<file path="config.mk">
export PLATFORM = sky130hd
export DESIGN_NAME = branch_target_buffer
export DESIGN_NICKNAME = d
export VERILOG_FILES = /design/src/rtl/branch_target_buffer.sv
export SDC_FILE = /design/constraint.sdc
export NUM_CORES = 2
export LEC_CHECK = 0
export ABC_AREA = 1
export CORE_AREA = 4 4 428 515
export CTS_CLUSTER_SIZE = 12
export DETAILED_ROUTE_END_ITERATION = 12
export DIE_AREA = 0 0 432 519
export HOLD_SLACK_MARGIN = 0.03
export PLACE_DENSITY_LB_ADDON = 0.15
export SYNTH_ARGS = -nofsm -noshare
export SYNTH_HDL_FRONTEND = slang
export SYNTH_SLANG_ARGS = --single-unit
</file>
<file path="constraint.sdc">
create_clock -name clk -period 9.05 [get_ports clk]
set_input_delay 2.2625 -clock clk [delete_from_list [all_inputs] [get_ports clk]]
set_output_delay 2.2625 -clock clk [all_outputs]
set_load 0.05 [all_outputs]
</file>
<file path="src/rtl/branch_target_buffer.sv">
// branch_target_buffer
// Fetch-stage branch target buffer and next-PC generator.
// - Direct-mapped target table looked up combinationally on pc_F, combined
//   with the gshare taken bit to form the predicted next fetch PC.
// - The prediction rides a two-stage {valid, npc} pipe (D, E) down to
//   Execute, where it is checked against the resolved outcome; a mismatch
//   raises redirect_E and flushes the in-flight predictions.
// - Taken branches and jumps train the table.
// Optional build macro: BTB_PERF_CNT_EN adds saturating resolve/redirect
// event counters as extra outputs.

module branch_target_buffer #(
    parameter int INDEX_BITS = 6,
    parameter int TAG_BITS   = 8
) (
    input  logic        clk,
    input  logic        rst,
    input  logic        stall,
    input  logic [31:0] pc_F,
    input  logic        prediction_F,
    output logic [31:0] npc_F,
    output logic        pred_taken_F,
    input  logic        branch_cmd_E,
    input  logic        jump_E,
    input  logic        cmp_result_E,
    input  logic [31:0] pc_E,
    input  logic [31:0] target_E,
    output logic        redirect_E,
    output logic [31:0] redirect_pc_E
`ifdef BTB_PERF_CNT_EN
    ,
    output logic [31:0] perf_resolve_cnt,
    output logic [31:0] perf_redirect_cnt
`endif
);

    localparam int ENTRIES = 1 << INDEX_BITS;

    // Target table. Only the valid bits need a reset; tag/target/is_jump are
    // qualified by valid and are left uninitialised.
    logic [ENTRIES-1:0]  r_valid;
    logic [ENTRIES-1:0]  r_is_jump;
    logic [TAG_BITS-1:0] r_tag    [ENTRIES];
    logic [29:0]         r_target [ENTRIES];

    // Prediction metadata pipe: D follows fetch, E lines up with Execute.
    logic        r_d_valid;
    logic [31:0] r_d_npc;
    logic        r_e_valid;
    logic [31:0] r_e_npc;

    logic [INDEX_BITS-1:0] w_idx_F;
    logic [TAG_BITS-1:0]   w_tag_F;
    logic                  w_hit_F;
    logic [31:0]           w_pc_plus4_F;

    logic [INDEX_BITS-1:0] w_idx_E;
    logic [TAG_BITS-1:0]   w_tag_E;
    logic                  w_resolve;
    logic                  w_act_taken;
    logic [31:0]           w_pc_plus4_E;
    logic [31:0]           w_act_npc;
    logic [31:0]           w_pred_npc;
    logic                  w_redirect;
    logic                  w_train;

    // Fetch-side lookup; reads the table as it stood before this edge, so a
    // same-cycle write to the same index is only seen on the next cycle.
    always_comb begin
        w_idx_F      = pc_F[INDEX_BITS+1:2];
        w_tag_F      = pc_F[INDEX_BITS+2 +: TAG_BITS];
        w_pc_plus4_F = pc_F + 32'd4;
        w_hit_F      = r_valid[w_idx_F] && (r_tag[w_idx_F] == w_tag_F);
        pred_taken_F = w_hit_F && (r_is_jump[w_idx_F] || prediction_F);
        npc_F        = pred_taken_F ? {r_target[w_idx_F], 2'b00} : w_pc_plus4_F;
    end

    // Execute-side resolution: compare the carried prediction with the real
    // outcome. An invalid (flushed or never-filled) E slot predicts fall-through.
    always_comb begin
        w_idx_E       = pc_E[INDEX_BITS+1:2];
        w_tag_E       = pc_E[INDEX_BITS+2 +: TAG_BITS];
        w_resolve     = branch_cmd_E | jump_E;
        w_act_taken   = jump_E | cmp_result_E;
        w_pc_plus4_E  = pc_E + 32'd4;
        w_act_npc     = w_act_taken ? target_E : w_pc_plus4_E;
        w_pred_npc    = r_e_valid ? r_e_npc : w_pc_plus4_E;
        w_redirect    = w_resolve && !stall && (w_act_npc != w_pred_npc);
        // Reset discards a write that would otherwise land on this edge.
        w_train       = w_resolve && w_act_taken && !stall && !rst;
        redirect_E    = w_redirect;
        redirect_pc_E = w_act_npc;
    end

    // Metadata pipe: shift when not stalled, flush both slots on a redirect.
    always_ff @(posedge clk) begin
        if (rst) begin
            r_d_valid <= 1'b0;
            r_d_npc   <= 32'd0;
            r_e_valid <= 1'b0;
            r_e_npc   <= 32'd0;
        end else if (!stall) begin
            r_d_valid <= !w_redirect;
            r_d_npc   <= npc_F;
            r_e_valid <= r_d_valid && !w_redirect;
            r_e_npc   <= r_d_npc;
        end
    end

    // Table valid bits: cleared on reset, set by training.
    always_ff @(posedge clk) begin
        if (rst) begin
            r_valid <= '0;
        end else if (w_train) begin
            r_valid[w_idx_E] <= 1'b1;
        end
    end

    // Table payload: a taken branch/jump overwrites whatever shares its index.
    always_ff @(posedge clk) begin
        if (w_train) begin
            r_tag[w_idx_E]     <= w_tag_E;
            r_target[w_idx_E]  <= target_E[31:2];
            r_is_jump[w_idx_E] <= jump_E;
        end
    end

`ifdef BTB_PERF_CNT_EN
    logic [31:0] r_resolve_cnt;
    logic [31:0] r_redirect_cnt;

    // Saturating event counters; frozen by stall like the rest of the block.
    always_ff @(posedge clk) begin
        if (rst) begin
            r_resolve_cnt  <= 32'd0;
            r_redirect_cnt <= 32'd0;
        end else begin
            if (w_resolve && !stall && (r_resolve_cnt != 32'hFFFF_FFFF)) begin
                r_resolve_cnt <= r_resolve_cnt + 32'd1;
            end
            if (w_redirect && (r_redirect_cnt != 32'hFFFF_FFFF)) begin
                r_redirect_cnt <= r_redirect_cnt + 32'd1;
            end
        end
    end

    assign perf_resolve_cnt  = r_resolve_cnt;
    assign perf_redirect_cnt = r_redirect_cnt;
`endif

endmodule

</file>
==> impl_results.md <==
- Worst path cell trace: buf_8, clkinv_16, buf_12, o21ai_0, o211ai_1, nand3_1, nand3_1, o21ai_0, nor2_1, nor3_1, nand4_1, and2_1, buf_12
- Pwr/cell area: 212.4 nW/µm²
- Avg Vias per Cell: 6.179
- Layout area overhead: 12.80%
- Max Slew Vio Count: 0
- Final Hold Viols: 0
- VDD IR max: 147.8 µV
- Layout cell share with drive strength beyond 1: 0.08257
- Root buffer cell: clkbuf_16
- Met2 usage: 0.4892
- Post-CTS Hold Buffers: 0
- Effective utilization at floorplan: 0.4971
- Syn nets: 9,145
- Final setup fails: 0
- Met3 Use GR: 0.05752
- Max_slew headroom: 0.06369
- Initial antenna violation count: 17
- Power Total: 25.67 mW
- RR Startpoint: r_e_valid
- Reg2reg path depth: 11
- CP Capture Type: output pin
- Fin crit share: 0.9440
- Reg2Reg Setup Slack: 5960 ps
- Share of total power in combinational logic: 0.073
- Worst min path class: reg -> reg
- First-pass GRT wire length: 507,700 µm
- Worst path max stage delay: 900 ps
- Synth Warn #: 0
- DRC violations left: 0
- DRT iter0 DRCs: 10,550
- Overflow left after global routing: 0
- Post-CTS resize count: 0
- Row count: 187
- Final antenna-violating net count: 0
- Routed wire per std cell: 29.57 µm
- Setup WS post-layout: 507.1 ps
- CP Class: in -> out
- Critical hold path startpoint: r_d_npc[19]
- Largest net degree at the start of global routing: 179
- Max-cap violations: 0
- Post-DP HPWL: 204,500 µm
- Clock buffer depth: 4
- Drt pass-1 iters: 8
- FMAX: 117.1 MHz
- Post-place setup slack: 660.5 ps
- Busiest grt layer: met2
- Seq/Total Area, Yosys: 0.7240
- Synth Area per Inst: 11.85 µm²
- RePlAce Congestion: 0.9264
- RSZ-0062 raised after global routing: false
- Clock latency on the worst-skew pair: 930 ps
- Startpoint types: input port
- IO Pins: 169
- Mapped Area: 107,100 µm²
- Clk sinks: 2,626
- Internal Pwr Total: 19.76 mW
- #FFs+latches synth: 2,626
- WHS Path Cells: 2
- Critical path arrival: 6280 ps
- Via count: 75,040
- Clock share of power: 0.406
- Total GRT Usage: 0.3135
- Worst Setup SP: pc_F[2]
- Core Area: 215,500 µm²
- Crit path max-delay cell type: nor3_1
- M1 GR Usage: 0.4300
- IO buf count: 168
- Psw: 5.904 mW
- Worst-path clk slew: 60 ps
- Setup TNS Final: 0 ps
- Hold slack: 455.6 ps
- Max FO, Critical Path: 125
- Vias in the first global route: 70,220
- Yosys cell types: 46
- Total wire length: 359,100 µm
- TritonCTS clock tree: done
- Outcome: finished clean
- Syn Inst Count: 9,040
- # Post-CTS Setup Buffers: 0
- Die width: 432 µm
- Nets: 9,285
- Slew @ Worst Pin: 1401 ps
- # H-tree levels: 5
- Sw Ratio: 0.2300
- Required time of the worst setup path: 6790 ps
- Leak: 41.21 nW
- Die Y: 519 µm
- Die Area: 224,200 µm²
- Min cycle time layout: 8543 ps
- TritonCTS buffer count: 282
- Clock Skew: 37.56 ps
- Seq pwr share: 0.520
-- synth_stat cells (all sizes together) --
library cell  instances  area share
a21oi                96      0.0045
edfxtp             2496        0.70
nor4                  3     0.00018
a21o                  1    0.000070
o22ai               288       0.017
or2                  15     0.00088
and3                  1    0.000058
nand2              1341       0.047
ha                    2     0.00023
a22o                 14      0.0011
o221ai              169       0.014
o21ai              1200       0.056
nor3                 29      0.0015
nand4                52      0.0033
nand3               522       0.025
and2                 17     0.00099
a21boi                2     0.00014
o21a                  1    0.000070
o21bai                2     0.00014
a31oi                19      0.0011
xnor2                11     0.00090
buf                 274       0.015
inv                 348       0.012
dfxtp               130       0.024
o211ai               83      0.0058
nor2               1576       0.056
clkinv                3     0.00011
clkbuf              309       0.011
xor2                 35      0.0029
nor4b                 1     0.00014
-- worst max-delay path, delay by kind of cell --
kind                   cells  cell delay [ps]
buffers and inverters      4             1600
AO/OA/AOI/OAI              3              450
AND/OR/NAND/NOR            6             1840
-- sequential cells by signal (all words and copies together), names as in the netlist --
name / count
r_d_npc: 32
r_d_valid: 1
r_e_npc: 32
r_e_valid: 1
r_is_jump: 64
r_tag: 512
r_target: 1920
r_valid: 64
-- area by class of cell --
class | count | area (µm²)
clock buffer | 366 | 7626
timing repair buffer | 439 | 4439
clock inverter | 39 | 282.8
inverter | 351 | 1370
multi-input combinational | 5480 | 25980
sequential | 2626 | 77550
tap | 2835 | 3547
fill | 17630 | 94670
antenna | 8 | 20.02
-- power groups by stage --
stage	Combinational, mW	Sequential [mW]	Clock, mW
detailed placement	1.86	13.6	0
floorplan	0.962	13.6	0
global route	2.01	13.3	11.0
CTS	1.86	13.3	10.5
finish	1.89	13.3	10.4
global placement	1.84	13.6	0
-- layer usage --
layer / wire length (µm) / vias to the layer above
li1: - / 32580
met1: 138300 / 37430
met2: 165700 / 4329
met3: 36650 / 693
met4: 18330 / 6
met5: 41 / -
-- metrics by stage --
| stage | area, µm² | utilization | instances |
|---|---|---|---|
| after floorplan | 107100 | - | 9040 |
| after global placement | 112900 | 0.5239 | 11730 |
| after detailed placement | 112900 | 0.5239 | 11730 |
| after CTS | 120800 | 0.5606 | 12140 |
| after global routing | 120800 | 0.5606 | 12140 |
| final | 120800 | 0.5607 | 12140 |
-- path summary, 6_finish.rpt --
kind	endpoint
hold reg to reg	r_d_npc[19]
setup reg to reg	r_d_valid
hold / removal	r_d_npc[19]
setup / recovery	npc_F[4]
-- placed cells by master (no fill, tap or decap), drive strengths merged --
cell type      Yosys  layout
edfxtp          2496    2496
nor2            1576    1576
dfxtp            130     130
a21oi             96      96
nand2           1341    1341
and3               1       1
bufinv             0       4
o221ai           169     169
clkdlybuf4s50      0      89
o21bai             2       2
clkbuf           309     366
nor4b              1       1
o211ai            83      83
a21boi             2       2
nand4             52      52
ha                 2       2
inv              348     348
clkinv             3      36
nand3            522     522
a31oi             19      19
a22o              14      14
clkinvlp           0       2
and2              17      17
xnor2             11      11
a21o               1       1
nor4               3       3
o22ai            288     288
xor2              35      35
o21a               1       1
buf              274     350
diode              0       8
nor3              29      29
or2               15      15
o21ai           1200    1200
-- cell families (layout without fill, tap and decap cells) --
group	after synthesis	after routing	synth area share
adder cells (fa/ha/maj)	2	2	0.0002336
flip-flops	2626	2626	0.7240
AND/OR/NAND/NOR	3557	3557	0.1341
XOR/XNOR	46	46	0.003761
other	0	8	0
buffers and inverters	934	1195	0.03816
AO/OA/AOI/OAI	1875	1875	0.09969
Note: power is estimated with default switching activity, not from simulation.
